==> src/rtl/hazard_ctrl.sv <==
// hazard_ctrl: load-use stall, taken-branch flush and data-memory freeze control for the 5-stage core.
// Define HAZARD_PERF_CNT_EN to add the stall_cnt / flush_cnt / wait_cnt performance counters.
module hazard_ctrl #(
  parameter int REG_W    = 5,
`ifdef HAZARD_PERF_CNT_EN
  parameter int CNT_W    = 16,
`endif
  parameter int MAX_WAIT = 15
) (
  input  logic             clk,
  input  logic             rst,
  input  logic             IDEX_memread,
  input  logic [REG_W-1:0] IDEX_rt,
  input  logic [REG_W-1:0] IFID_rs,
  input  logic [REG_W-1:0] IFID_rt,
  input  logic             IFID_uses_rt,
  input  logic             branch_taken,
  input  logic             dmem_req,
  input  logic             dmem_ready,
  output logic             PC_write,
  output logic             pc_replay,
  output logic             IFID_write,
  output logic             IFflush,
  output logic             IDEX_bubble,
  output logic             pipe_freeze,
`ifdef HAZARD_PERF_CNT_EN
  output logic             mem_timeout,
  output logic [CNT_W-1:0] stall_cnt,
  output logic [CNT_W-1:0] flush_cnt,
  output logic [CNT_W-1:0] wait_cnt
`else
  output logic             mem_timeout
`endif
);

  localparam int WAIT_W = $clog2(MAX_WAIT + 1);

  typedef enum logic [1:0] {
    RUN      = 2'd0,
    LU_STALL = 2'd1,
    MEM_WAIT = 2'd2,
    FLUSH    = 2'd3
  } state_t;

  state_t            state_reg, state_next;
  logic [WAIT_W-1:0] wait_reg, wait_next;
  logic              timeout_reg, timeout_next;
  logic              lu, mw;

  assign mw = dmem_req && !dmem_ready;
  assign lu = IDEX_memread && (IDEX_rt != '0) &&
              ((IDEX_rt == IFID_rs) || (IFID_uses_rt && (IDEX_rt == IFID_rt)));

  always_ff @(posedge clk or negedge rst) begin
    if (!rst) begin
      state_reg   <= RUN;
      wait_reg    <= '0;
      timeout_reg <= 1'b0;
    end else begin
      state_reg   <= state_next;
      wait_reg    <= wait_next;
      timeout_reg <= timeout_next;
    end
  end

  always_comb begin
    state_next   = state_reg;
    wait_next    = wait_reg;
    timeout_next = timeout_reg;
    PC_write     = 1'b1;
    IFID_write   = 1'b1;
    IFflush      = 1'b0;
    IDEX_bubble  = 1'b0;
    pipe_freeze  = 1'b0;
    pc_replay    = 1'b0;
    case (state_reg)
      MEM_WAIT: begin
        if (mw) begin
          PC_write    = 1'b0;
          pipe_freeze = 1'b1;
          if (wait_reg != WAIT_W'(MAX_WAIT))
            wait_next = wait_reg + 1'b1;
          if (wait_next == WAIT_W'(MAX_WAIT))
            timeout_next = 1'b1;
        end else begin
          state_next = RUN;
          wait_next  = '0;
        end
      end
      default: begin
        // ID holds a bubble in LU_STALL and FLUSH, so only RUN looks at branch/lu.
        IDEX_bubble = (state_reg == FLUSH);
        state_next  = RUN;
        if (mw) begin
          state_next  = MEM_WAIT;
          PC_write    = 1'b0;
          IFID_write  = 1'b0;
          pipe_freeze = 1'b1;
          pc_replay   = 1'b1;
          IDEX_bubble = 1'b0;
        end else if (state_reg == RUN) begin
          if (branch_taken) begin
            IFflush    = 1'b1;
            state_next = FLUSH;
          end else if (lu) begin
            IDEX_bubble = 1'b1;
            IFID_write  = 1'b0;
            pc_replay   = 1'b1;
            state_next  = LU_STALL;
          end
        end
      end
    endcase
    if (!rst) begin
      PC_write    = 1'b0;
      IFID_write  = 1'b0;
      IFflush     = 1'b0;
      IDEX_bubble = 1'b1;
      pipe_freeze = 1'b0;
      pc_replay   = 1'b0;
    end
  end

  assign mem_timeout = timeout_reg;

`ifdef HAZARD_PERF_CNT_EN
  logic [2:0] perf_inc;
  assign perf_inc = {state_reg == MEM_WAIT, state_next == FLUSH, state_next == LU_STALL};

  for (genvar gi = 0; gi < 3; gi++) begin : g_perf
    logic [CNT_W-1:0] cnt_reg;
    always_ff @(posedge clk or negedge rst) begin
      if (!rst)
        cnt_reg <= '0;
      else if (perf_inc[gi] && (cnt_reg != '1))
        cnt_reg <= cnt_reg + 1'b1;
    end
  end

  assign stall_cnt = g_perf[0].cnt_reg;
  assign flush_cnt = g_perf[1].cnt_reg;
  assign wait_cnt  = g_perf[2].cnt_reg;
`endif

endmodule

==> config.mk <==
export PLATFORM = sky130hd
export DESIGN_NAME = hazard_ctrl
export DESIGN_NICKNAME = d
export VERILOG_FILES = /design/src/rtl/hazard_ctrl.sv
export SDC_FILE = /design/constraint.sdc
export NUM_CORES = 1
export LEC_CHECK = 0
export ABC_CLOCK_PERIOD_IN_PS = 1900
export CAP_MARGIN = 20
export CORE_UTILIZATION = 38
export DETAILED_ROUTE_END_ITERATION = 7
export PLACE_DENSITY = 0.77
export SKIP_LAST_GASP = 1
export SLEW_MARGIN = 5
export SYNTH_ARGS = -nofsm -noshare
export SYNTH_HDL_FRONTEND = slang
export SYNTH_SLANG_ARGS = --single-unit
==> constraint.sdc <==
create_clock -name clk -period 1.9 [get_ports clk]
set_clock_uncertainty 0.2 [all_clocks]
set_input_delay 0.38 -clock clk [delete_from_list [all_inputs] [get_ports clk]]
set_output_delay 0.38 -clock clk [all_outputs]
set_load 0.01 [all_outputs]
==> summary.md, run 1 <==
| Metric | Value |
|---|---|
| NumNets Final | 141 |
| Max-slew violation count | 0 |
| Minimum clock period | 2.18 ns |
| Worst-path clk slew | 0.06 ns |
| Total congestion overflow | 0 |
| Max-cap violations | 0 |
| Crit path kind | in2out |
| Slowest stage delay, CP | 0.54 ns |
| Leak Pwr | 0.522 nW |
| Max-slew headroom | 80.9% |
| Crit path capture type | output port |
| Status | finished with violations |
| Mapped Cells | 66 |
| Syn Area/Cell | 8.63 um2 |
| Family with the most delay on the worst path | simple AND/OR/NAND/NOR gates |
| GRT Util Overall | 25.2% |
| Max clock buf depth | 2 |
| Final hold slack | 0.0850 ns |
| Fin. Hold Viols | 0 |
| Initial antenna violation count | 0 |
| Post-DRT Antenna Nets | 0 |
| CTS Root Cell | clkbuf_4 |
| Peak VDD IR | 0.000306 V |
| Required time of the critical path | 1.32 ns |
| CP Max Fanout | 3 |
| Crit share post-route | 115% |
| Die H | 40.7 um |
| Post-DP HPWL | 1.33 mm |
| 1st-iter DRT viols | 13 |
| DRC | 0 |
| Synth Flop Type | dfrtp_1 |
| Die Area | 1660 um2 |
| Initial Utilization | 42.2% |
| Worst hold path class | in2async |
| Synth warn | 0 |
| Arrival time worst endpoint | 1.60 ns |
| Power density cells | 491 nW/um2 |
| RePlAce Congestion | 0.698 |
| Final core occ | 79.1% |
| Synthesized area | 569 um2 |
| Number of global-route vias before repair | 662 |
| CTS buffer count | 3 |
| Failing checks | negative setup slack |
| Slowest cell on the critical path | or4_4 |
| Unique masters post-synth | 30 |
| Slew @ Worst Pin | 0.286 ns |
| Endpoints failing setup | 3 |
| Setup WS post-layout | -0.280 ns |
| RSZ-0062 raised after global routing | true |
| CORE AREA | 1350 um2 |
| Cell Rows | 13 |
| Crit start category | input pin |
| Fillers | 98 |
| Top Ports | 29 |
| H-Tree Depth | 1 |
| Seq/Total Area, Yosys | 30.8% |
| Antenna cells | 0 |
| CP Cell Sequence | buf_6 > or4_4 > o21ai_4 > nor2_4 > a31o_1 > buf_2 |
| Clock Latency Late Sink | 0.26 ns |
| Max Clk Rate | 459 MHz |
| Count of buffer and inverter cells on the critical path | 2 |
| DR vias/cell | 5.42 |
| Flops & latches, synth | 7 |
| Number of synthesized flops with an enable pin | 0 |
| Vias | 715 |
| Layout cells sized above 1 | 41.9% |
| Ys async rst share | 100% |
| Max reg flops | 4 |
| IO buf count | 28 |
| Die width | 40.7 um |
| Area Growth Syn to Fin | 87.7% |
| Syn nets | 89 |
| TritonCTS clock tree | yes |
| WL/cell | 14.2 um |
| Clock tree sinks | 7 |
| Total Routed Length | 1.87 mm |
| First-pass GRT wire length | 2.70 mm |
| Largest net degree at the start of global routing | 8 |
| Pre-Repair DR Iteration Count | 5 |
-- metrics by stage --
stage               area (um2)  total power [mW]  worst slack [ns]  TNS (ns)  instances
finish                    1070             0.525            -0.280    -0.793        132
global route              1070             0.551            -0.324    -0.881        132
CTS                       1050             0.515            -0.315    -0.866        132
detailed placement        1010             0.380             -1.07     -4.97        126
floorplan                  588             0.255           -0.0132   -0.0132         66
global placement          1010             0.374             -1.03     -4.85        126
-- worst paths after layout --
check	startpoint	end	slack (ns)	depth (start not counted)
max	IDEX_rt[4]	pc_replay	-0.28	6
min	rst	wait_reg[1]	0.08	2
max reg2reg	wait_reg[0]	mem_timeout	0.09	5
min reg2reg	mem_timeout	mem_timeout	0.26	1
max in group asynchronous	rst	mem_timeout	1.29	2
min in group clk	mem_timeout	mem_timeout	0.26	1
-- synth_stat cells (2+ instances only) --
| library cell | number | area share [%] |
|---|---|---|
| xor2_1 | 10 | 15 |
| dfrtp_1 | 7 | 31 |
| o21ai_0 | 6 | 5.3 |
| nand2_1 | 5 | 3.3 |
| a21oi_1 | 4 | 3.5 |
| nand3_1 | 4 | 3.5 |
| nor2_1 | 3 | 2.0 |
| and2_1 | 2 | 2.2 |
| nand2b_1 | 2 | 2.2 |
| nor2b_1 | 2 | 2.2 |
| nor3_1 | 2 | 1.8 |
-- cell usage in the layout (no fill, tap or decap), types with 2 or more instances in the layout --
master	netlist	layout
buf_6	0	4
nand3_1	4	4
nand2_1	5	5
or4_4	1	2
buf_4	1	18
dlygate4sd2_1	0	9
clkdlybuf4s15_1	0	3
dfrtp_1	7	7
a21oi_1	4	3
nor2_1	3	3
clkbuf_2	0	2
buf_2	0	7
o21ai_0	6	6
clkbuf_4	0	3
and2_1	2	2
clkdlybuf4s50_1	0	3
xor2_1	10	8
xor2_2	0	2
-- power by group --
part	total [mW]	switching, mW	internal [mW]	leakage (nW)
clock network	0.141	0.0608	0.0806	0.0150
registers	0.177	0.0164	0.161	0.0940
logic	0.206	0.0927	0.114	0.413
total	0.525	0.170	0.355	0.522
-- cell families after synthesis --
group	share of synthesized area (%)
adder cells (fa/ha/maj)	2.20
XOR/XNOR	16.9
buffers and inverters	1.98
AO/OA/AOI/OAI	21.3
flip-flops	30.8
AND/OR/NAND/NOR	25.1
multiplexers	1.76
-- repair_timing --
item / 4_1_cts / 5_1_grt
endpoints found under the setup margin: 6 / 5
resized for setup: 70 / 11
hold buffers: 0 / 0
pin swaps: 20 / 9
buffers inserted: 2 / 0
-- per-layer routing --
metal	vias up	share of wire (%)	routed length, um	global-route usage [%]
met1	321	39	738	26.2
li1	341	-	-	-
met5	-	0	0	0
met4	0	1.5	29	5.83
met3	6	6.5	122	9.24
met2	47	52	981	47.2
-- area by class of cell --
cell class,instances,area [um2],share of cell area [%]
Multi-Input combinational cell,57,454,42.5
Inverter,1,3.75,0.351
Tap cell,15,18.8,1.76
Timing Repair Buffer,48,390,36.5
Sequential cell,7,175,16.4
Clock buffer,4,26.3,2.46
No activity file was read; power rests on OpenSTA's default activity.
==> run 2, diff against run 1 <==
--- a/config.mk
+++ b/config.mk
@@ -6,10 +6,11 @@
 export NUM_CORES = 1
 export LEC_CHECK = 0
 export ABC_CLOCK_PERIOD_IN_PS = 1900
-export CAP_MARGIN = 20
-export CORE_UTILIZATION = 38
+export CAP_MARGIN = 10
+export CORE_AREA = 2 2 39 41
 export DETAILED_ROUTE_END_ITERATION = 7
-export PLACE_DENSITY = 0.77
+export DIE_AREA = 0 0 41 43
+export DONT_BUFFER_PORTS = 1
 export SKIP_LAST_GASP = 1
 export SLEW_MARGIN = 5
 export SYNTH_ARGS = -nofsm -noshare
==> run 2 against run 1 <==
Compared with the run above: the flow still finishes with violations (negative setup slack); maximum frequency up 7.0%; non-clock buffer count shrank 38; sequential power decreased by 4%; via count is 27% lower; core utilization decreased by 25 points; worst setup slack improved by 0.14 ns; register-to-register slack better by 0.12 ns; first-iteration DRC count shrank 85%.
==> summary.md, run 2 (synthesized netlist as in run 1, its figures left out) <==
| Metric | Value |
|---|---|
| Crit start category | input pin |
| TritonCTS clock tree | yes |
| CORE AREA | 1380 um2 (+2.5%) |
| Crit path kind | in2out |
| Fillers | 132 (+35%) |
| NumNets Final | 103 (-27%) |
| Power density cells | 582 nW/um2 (+18%) |
| Number of global-route vias before repair | 511 (-23%) |
| Max-slew violation count | 0 (unchanged) |
| Slowest stage delay, CP | 0.53 ns (about the same) |
| Place WS | -0.0926 ns (+0.980 ns) |
| Antenna cells | 0 (unchanged) |
| Max clock buf depth | 2 (unchanged) |
| CTS Root Cell | clkbuf_4 |
| Crit. Startpoint | IDEX_rt[1] |
| DRC | 0 (unchanged) |
| CP Cell Sequence | or4_4 > o21ai_4 > nor2_2 > buf_4 > a21oi_2 |
| RePlAce Congestion | 0.695 (-0.43%) |
| 1st-iter DRT viols | 2 (-11) |
| Area Growth Syn to Fin | 31.9% |
| RSZ-0062 raised after global routing | true |
| Clock tree sinks | 7 (unchanged) |
| Max-cap violations | 0 (unchanged) |
| Leak Pwr | 0.339 nW (-35%) |
| Arrival time worst endpoint | 1.46 ns (-0.14 ns) |
| Pre-Repair DR Iteration Count | 4 (-1) |
| Minimum clock period | 2.04 ns (-0.144 ns) |
| Crit share post-route | 107% (-7.6 points) |
| Fin. Hold Viols | 0 (unchanged) |
| Worst-path clk slew | 0.05 ns (about the same) |
| Setup crit end | IFID_write |
| Endpoints failing setup | 3 (unchanged) |
| Final hold slack | 0.0538 ns (-0.0312 ns) |
| Post-Layout Inst Area | 751 um2 (-30%) |
| Vias | 524 (-27%) |
| Most frequent cells in the layout | 9 x xor2_1, 9 x buf_4, 7 x dfrtp_1, 6 x o21ai_0, 5 x nand2_1 |
| Initial Utilization | 41.1% (-1.0 points) |
| H-Tree Depth | 1 (unchanged) |
| Slowest cell on the critical path | or4_4 |
| Layout cells sized above 1 | 26.6% (-15 points) |
| Largest net degree at the start of global routing | 8 (unchanged) |
| Die H | 43 um (+5.6%) |
| Max-slew headroom | 77.3% (-3.6 points) |
| Max reg flops | 4 (unchanged) |
| Required time of the critical path | 1.32 ns (about the same) |
| Post-DRT Antenna Nets | 0 (unchanged) |
| Clock Latency Late Sink | 0.25 ns (about the same) |
| Failing checks | negative setup slack |
| Worst hold path class | in2reg |
| Status | finished with violations |
| Post-DP HPWL | 977 um (-26%) |
| R2R setup slack | 0.21 ns (+0.12 ns) |
| Final total power | 0.437 mW (-17%) |
| Placed cell area | 653 um2 (-36%) |
| Crit path capture type | output port |
| Top Ports | 29 (unchanged) |
| GRT Util Overall | 17.4% (-7.7 points) |
| Worst r2r path cells | 5 (unchanged) |
| Total Routed Length | 1.28 mm (-31%) |
| Total congestion overflow | 0 (unchanged) |
| Die width | 41 um (+0.72%) |
| Cell Rows | 14 (+1) |
| IO buf count | 0 (-100%) |
| Die Area | 1760 um2 (+6.4%) |
| Fin Setup TNS | -0.335 ns (+0.458 ns) |
| DR vias/cell | 5.52 (+1.8%) |
| Initial antenna violation count | 0 (unchanged) |
| Max Clk Rate | 491 MHz (+7.0%) |
| First-pass GRT wire length | 2.04 mm (-24%) |
| Critical R2R Capture | mem_timeout |
| Setup WS post-layout | -0.137 ns (+0.144 ns) |
| Peak VDD IR | 0.000429 V (+40%) |
| CTS buffer count | 3 (unchanged) |
| Worst r2r src | wait_reg[1] |
| Slew @ Worst Pin | 0.339 ns (+0.0538 ns) |
| WL/cell | 13.5 um (-4.7%) |
| CP Max Fanout | 3 (unchanged) |
run 2: cell types whose count changed in the layout (fill, tap and decap cells not counted), moves of 2 or more:
cell,before,now
buf_4,18,9
dlygate4sd2_1,9,0
buf_2,7,0
buf_6,4,0
clkdlybuf4s15_1,3,0
clkdlybuf4s50_1,3,0
clkbuf_2,2,0
xor2_2,2,0
run 2: area by class of cell:
class	instances	area, um2	area share, %
Timing Repair Buffer	10	77.6	10.3
Clock buffer	4	26.3	3.50
Inverter	1	3.75	0.500
Tap cell	16	20.0	2.67
Multi-Input combinational cell	57	448	59.7
Sequential cell	7	175	23.3
run 2: per-stage QoR:
stage | utilization (%) | cells
2_1_floorplan | - | 66
3_3_place_gp | 47.2 | 88
3_5_place_dp | 47.2 | 88
4_1_cts | 51.4 | 94
5_1_grt | 54.2 | 95
6_report | 54.2 | 95
run 2: worst min-delay path by stage:
| stage | from | end | cells after the start | slack [ns] |
|---|---|---|---|---|
| floorplan | rst | mem_timeout | 0 | -0.12 |
| global placement | rst | wait_reg[0] | 0 | -0.12 |
| detailed placement | rst | wait_reg[0] | 0 | -0.12 |
| CTS | branch_taken | state_reg[1] | 2 | 0.04 |
| global route | branch_taken | state_reg[1] | 2 | 0.06 |
| finish | branch_taken | state_reg[1] | 2 | 0.05 |
run 2: what timing repair did:
action	in CTS	in global routing
pin swaps	5	6
gates cloned	0	0
hold buffers	1	0
resized for setup	2	4
setup buffers	1	1
endpoints found under the setup margin	3	3
hold endpoints to repair	7	0
run 2: per-layer routing:
layer / GRT usage [%] / vias up / part of all wire [%]
li1: - / 269 / -
met1: 21.2 / 240 / 42
met2: 25.9 / 15 / 51
met3: 11.5 / 0 / 7.4
met4: 2.00 / 0 / 0
met5: 0 / - / 0
run 2: where the power goes:
group	internal, mW	switching (mW)	total [mW]	leakage, nW
clock	0.0803	0.0570	0.137	0.0150
sequential	0.161	0.00949	0.170	0.0940
combinational	0.0639	0.0652	0.129	0.230
run 2: critical path: cells and delay by family:
kind	cells	cell delay (ns)
AOI/OAI and AO/OA	2	0.34
buffers and inverters	1	0.14
and+or+nand+nor	2	0.59
